## config.mk

```make
export PLATFORM = sky130hd
export DESIGN_NAME = cla_pipe_addsub
export DESIGN_NICKNAME = d
export VERILOG_FILES = /design/src/rtl/cla_pipe_addsub.sv
export SDC_FILE = /design/constraint.sdc
export NUM_CORES = 1
export LEC_CHECK = 0
export CELL_PAD_IN_SITES_DETAIL_PLACEMENT = 1
export CELL_PAD_IN_SITES_GLOBAL_PLACEMENT = 1
export CORE_MARGIN = 2
export CORE_UTILIZATION = 43
export CTS_CLUSTER_DIAMETER = 120
export CTS_CLUSTER_SIZE = 10
export DETAILED_ROUTE_END_ITERATION = 10
export GPL_TIMING_DRIVEN = 0
export PLACE_DENSITY = 0.95
export SLEW_MARGIN = 40
export SYNTH_ARGS = -nofsm -noshare
export SYNTH_HDL_FRONTEND = slang
export SYNTH_SLANG_ARGS = --single-unit
```

## constraint.sdc

```tcl
create_clock -name clk -period 8.1 [get_ports clk]
set_input_delay 0.81 -clock clk [delete_from_list [all_inputs] [get_ports clk]]
set_output_delay 0.81 -clock clk [all_outputs]
set_load 0.02 [all_outputs]
```

## src/rtl/cla_pipe_addsub.sv

```systemverilog
// Pipelined carry-lookahead adder/subtractor.
// Each stage resolves one CHUNK-bit slice using 4-bit group generate/propagate lookahead.
// Unused upper operand slices and finished lower result slices travel down the pipe.
// The last stage's registers drive the result and flag outputs directly.
module cla_pipe_addsub #(
    parameter int unsigned WIDTH = 32,
    parameter int unsigned CHUNK = 16
) (
    input  logic             clk,
    input  logic             reset,
    input  logic             in_valid,
    output logic             in_ready,
    input  logic [WIDTH-1:0] x,
    input  logic [WIDTH-1:0] y,
    input  logic             c_in,
    input  logic             sub,
    output logic             out_valid,
    input  logic             out_ready,
    output logic [WIDTH-1:0] s,
    output logic             c_out,
    output logic             ovf,
    output logic             zero
);

    localparam int unsigned NS = WIDTH / CHUNK;
    localparam int unsigned NG = CHUNK / 4;

    // Returns {carry into slice MSB, carry out of slice, slice sum}.
    function automatic logic [CHUNK+1:0] cla_slice(input logic [CHUNK-1:0] a,
                                                   input logic [CHUNK-1:0] b,
                                                   input logic             ci);
        logic [CHUNK-1:0] g, p, c;
        logic             gc, gg, gp;
        int unsigned      base;
        g  = a & b;
        p  = a ^ b;
        c  = '0;
        gc = ci;
        for (int unsigned i = 0; i < NG; i++) begin
            base = 4 * i;
            c[base]   = gc;
            c[base+1] = g[base] | (p[base] & gc);
            c[base+2] = g[base+1] | (p[base+1] & g[base]) | (p[base+1] & p[base] & gc);
            c[base+3] = g[base+2] | (p[base+2] & g[base+1])
                      | (p[base+2] & p[base+1] & g[base])
                      | (p[base+2] & p[base+1] & p[base] & gc);
            gg = g[base+3] | (p[base+3] & g[base+2])
               | (p[base+3] & p[base+2] & g[base+1])
               | (p[base+3] & p[base+2] & p[base+1] & g[base]);
            gp = p[base+3] & p[base+2] & p[base+1] & p[base];
            gc = gg | (gp & gc);
        end
        return {c[CHUNK-1], gc, p ^ c};
    endfunction

    logic [WIDTH-1:0] a_q   [NS];
    logic [WIDTH-1:0] b_q   [NS];
    logic [WIDTH-1:0] r_q   [NS];
    logic [NS-1:0]    v_q;
    logic [NS-1:0]    cy_q;
    logic             ovf_q;
    logic             zero_q;

    logic [WIDTH-1:0] a_src [NS];
    logic [WIDTH-1:0] b_src [NS];
    logic [WIDTH-1:0] r_src [NS];
    logic [NS-1:0]    c_src;
    logic [NS-1:0]    v_src;

    logic [WIDTH-1:0] r_d   [NS];
    logic [NS-1:0]    cy_d;
    logic             ovf_d;
    logic             zero_d;
    logic             adv;

    assign out_valid = v_q[NS-1];
    assign adv       = !out_valid || out_ready;
    assign in_ready  = adv;
    assign s         = r_q[NS-1];
    assign c_out     = cy_q[NS-1];
    assign ovf       = ovf_q;
    assign zero      = zero_q;

    // Stage inputs: stage 0 takes the issue port (B inverted for subtract), later stages their predecessor.
    always_comb begin
        a_src[0] = x;
        b_src[0] = sub ? ~y : y;
        r_src[0] = '0;
        c_src    = '0;
        v_src    = '0;
        c_src[0] = sub ? 1'b1 : c_in;
        v_src[0] = in_valid;
        for (int unsigned k = 1; k < NS; k++) begin
            a_src[k] = a_q[k-1];
            b_src[k] = b_q[k-1];
            r_src[k] = r_q[k-1];
            c_src[k] = cy_q[k-1];
            v_src[k] = v_q[k-1];
        end
    end

    // Per-stage slice lookahead; flags come from the final slice.
    always_comb begin
        logic [CHUNK+1:0] sl;
        sl     = '0;
        cy_d   = '0;
        ovf_d  = 1'b0;
        for (int unsigned k = 0; k < NS; k++) begin
            sl = cla_slice(a_src[k][k*CHUNK +: CHUNK], b_src[k][k*CHUNK +: CHUNK], c_src[k]);
            r_d[k] = r_src[k];
            r_d[k][k*CHUNK +: CHUNK] = sl[CHUNK-1:0];
            cy_d[k] = sl[CHUNK];
            if (k == NS - 1) begin
                ovf_d = sl[CHUNK+1] ^ sl[CHUNK];
            end
        end
        zero_d = (r_d[NS-1] == '0);
    end

    // Stage registers: whole pipe shifts together on advance, holds otherwise.
    always_ff @(posedge clk) begin
        if (reset) begin
            v_q    <= '0;
            cy_q   <= '0;
            ovf_q  <= 1'b0;
            zero_q <= 1'b0;
            for (int unsigned k = 0; k < NS; k++) begin
                a_q[k] <= '0;
                b_q[k] <= '0;
                r_q[k] <= '0;
            end
        end else if (adv) begin
            v_q    <= v_src;
            cy_q   <= cy_d;
            ovf_q  <= ovf_d;
            zero_q <= zero_d;
            for (int unsigned k = 0; k < NS; k++) begin
                a_q[k] <= a_src[k];
                b_q[k] <= b_src[k];
                r_q[k] <= r_d[k];
            end
        end
    end

endmodule
```

==> results.yml <==
status:
  status: "completed"
synth:
  syn_area_per_cell_um2: 11.7
  synth_cell_types: 50
  syn_nets: 522
  netlist_instances: 412
  ys_warn_count: 0
  synthesis.area_mm2: 0.00482
  synthTopCellsByArea: "edfxtp_1 (50%), ha_1 (8.3%), xor2_1 (5.3%)"
  synth_top_area_cell: "edfxtp_1"
  ys_top_cells_by_count: "edfxtp_1 (80), nor2_1 (54), and3_1 (35), ha_1 (32), xor2_1 (29)"
  synth_seq_area_share_pct: 52.4
  synth_seq_cells: 86
  yosysMostFrequentCell: "edfxtp_1"
  synth_edf_count: 80
  synthArstFlopShare_pct: 0
  synth_top_cell_area_share_pct: 49.9
  synthFlopType: "edfxtp_1"
min_path:
  hold_path.class: "flip-flop to flip-flop"
floorplan:
  die-area_mm2: 0.0121
  die_w_um: 110
  rows: 38
  io_pins: 107
  start_util_pct: 44.2
  core-area_mm2: 0.0109
  dieHeight_um: 110
route:
  wl_per_cell_um: 22.2
  vias_per_cell: 5.69
  drt-initial-drc-count: 304
  antenna_left: 0
  vias: 3837
  drc: 0
  wl_mm: 15.0
  first_pass_iters: 5
placed_design:
  io_buffers: 105
  dp_hpwl_mm: 10.8
  gp_congestion: 0.885
  pre_cts_slack_ns: 3.75
pwr:
  pwr-share-comb_pct: 27.9
  p_switching_mw: 0.388
  ir_drop_v: 0.0000855
  intPower_mw: 0.890
  powerDensity_mw_per_mm2: 203
  power_leakage_nw: 2.63
  netSwitchingFraction_pct: 30.4
  power.share.clock_pct: 27.1
  p_seq_share_pct: 45.0
worst_setup_path:
  cp_slowest_stage_delay_ns: 0.74
  cp-end-kind: "flip-flop"
  worst_path_most_repeated_cell: "nand2_1"
  worstRegToRegCells: 13
  critPathCapture: "zero"
  path_cells: "ha_1 -> nand2_1 -> nor4b_1 -> a221oi_1 -> o21ai_0 -> nor2_1 -> fa_1 -> nand2_1 -> nor3_1 -> nand4_1 -> or4b_2 -> a2111oi_2 -> a32o_1"
  cp_slowest_cell: "or4b_2"
  r2r-start: "b_q[0][23]"
  worst_setup_path_start_kind: "flip-flop"
  crit_fanout: 5
  crit_type: "flip-flop to flip-flop"
  reg2reg_to: "zero"
  reg2reg_slack_ns: 3.88
  crit_start: "b_q[0][23]"
  required_ns: 8.42
  worstPathArrival_ns: 4.54
timing:
  finClkSkew_ns: 0.0114
  period_share_pct: 52.1
  relSlewSlack_pct: 45.8
  hold_viol_final: 0
  period_needed_ns: 4.22
  holdWs_ns: 0.485
  layout_setup_ws_ns: 3.88
  setup_violations: 0
  rsz0062_at_grt: "false"
  setup_tns_ns: 0
  worst_pin_slew_ns: 0.813
  report.final.slew_viol_count: 0
  fmax_mhz: 237
finish:
  n_antenna_cell: 0
  nets: 639
  filler_cell_count: 1134
  drive_gt1_share_pct: 5.43
  syn2layout_area_growth_pct: 30.7
clocking:
  htreeDepth: 3
  cts_hold_buf: 0
  cts_root_buf: "clkbuf_8"
  cts_tree: "done"
  cts_setup_buffers: 0
  cts_max_path_buffers: 2
  clkLatencyLatePin_ns: 0.38
  cts.sinks: 86
  clk_pin_slew_ns: 0.09
  cts_made_buffers: 9
  post_cts_resized: 0
run:
  max_cap_viol_count: 0
global_route:
  track_usage_pct: 25.9
  grt-ovfl-total: 0
  grt_max_degree: 50
  antenna_found_initial: 0
  first_global_vias: 4149
  grt_pass1_wl_mm: 22.5
==> cell usage in the layout (no fill, tap or decap), types with 5 or more instances in the layout <==
cell type | synthesis | layout
clkdlybuf4s50_1 | 0 | 105
nor3_1 | 9 | 9
and3_1 | 35 | 35
a21o_1 | 5 | 5
clkbuf_1 | 12 | 13
o21ai_1 | 5 | 5
dfxtp_1 | 6 | 6
nor2_1 | 54 | 54
inv_1 | 17 | 17
a21oi_1 | 14 | 14
edfxtp_1 | 80 | 80
xor2_1 | 29 | 29
ha_1 | 32 | 32
xnor2_1 | 25 | 25
clkbuf_8 | 0 | 10
fa_1 | 8 | 8
nand2_1 | 18 | 17
and2_1 | 5 | 5
o21ai_0 | 5 | 5
==> registers in the layout, indices dropped and copies added (netlist names) <==
signal / flops
b_q: 16
ovf: 1
a_q: 16
zero: 1
r_q: 48
cy_q: 2
v_q: 2
==> critical path: cells and delay by family (launching register included) <==
kind,cells,cell delay [ns]
adders and majority gates,2,1.01
DFF,1,0.43
and+or+nand+nor,7,1.69
AOI/OAI and AO/OA,4,1.03
==> stage by stage <==
| stage | cell area [um^2] | utilization (%) | total power [mW] | cells |
|---|---|---|---|---|
| 3_3_place_gp | 6040 | 55.5 | 0.893 | 657 |
| 4_1_cts | 6300 | 57.8 | 1.27 | 674 |
| 6_report | 6300 | 57.8 | 1.28 | 674 |
| 3_5_place_dp | 6070 | 55.8 | 0.923 | 658 |
| 2_1_floorplan | 4820 | - | 0.771 | 412 |
| 5_1_grt | 6300 | 57.8 | 1.32 | 674 |
==> logic make-up after synthesis <==
group,Yosys count,synth area share (%)
DFF,86,52.4
AOI/OAI and AO/OA,51,7.79
buffers and inverters,33,2.60
and+or+nand+nor,146,15.4
adders and majority gates,40,11.6
xor gates and xnor gates,54,9.82
muxes,2,0.416
==> how the worst min path moves through the flow <==
stage                start  endpoint  slack, ns  cells after the start
finish              v_q[0]    v_q[0]       0.48                      2
CTS                 v_q[0]    v_q[0]       0.49                      2
global placement    v_q[0]    v_q[0]       0.44                      2
global route        v_q[0]    v_q[0]       0.51                      2
detailed placement  v_q[0]    v_q[0]       0.48                      2
floorplan           v_q[0]    v_q[0]       0.43                      2
==> final cells by class <==
cell class                      instances  area [um^2]  share of cell area (%)
Buffer                                 16         62.6                   0.993
Clock buffer                           11          141                    2.25
Clock inverter                          5         83.8                    1.33
Inverter                               17         63.8                    1.01
Multi-Input combinational cell        293         2180                    34.6
Sequential cell                        86         2520                    40.1
Tap cell                              140          175                    2.78
Timing Repair Buffer                  106         1070                    17.0
==> routing by layer <==
metal	track usage (%)	vias up	share of wire, %	wire [um]
met5	0	-	0	0
met4	11.7	0	3.5	528
met3	5.33	50	5.9	879
met2	46.6	169	53	7990
met1	29.4	1903	37	5590
li1	-	1715	-	-
==> power by group through the flow <==
stage / Clock, mW / Combinational, mW / Sequential (mW)
after floorplan: 0 / 0.167 / 0.603
after global placement: 0 / 0.314 / 0.579
after detailed placement: 0 / 0.340 / 0.583
after CTS: 0.346 / 0.353 / 0.575
after global routing: 0.360 / 0.379 / 0.579
final: 0.347 / 0.356 / 0.575
No activity file was read; power rests on OpenSTA's default activity.
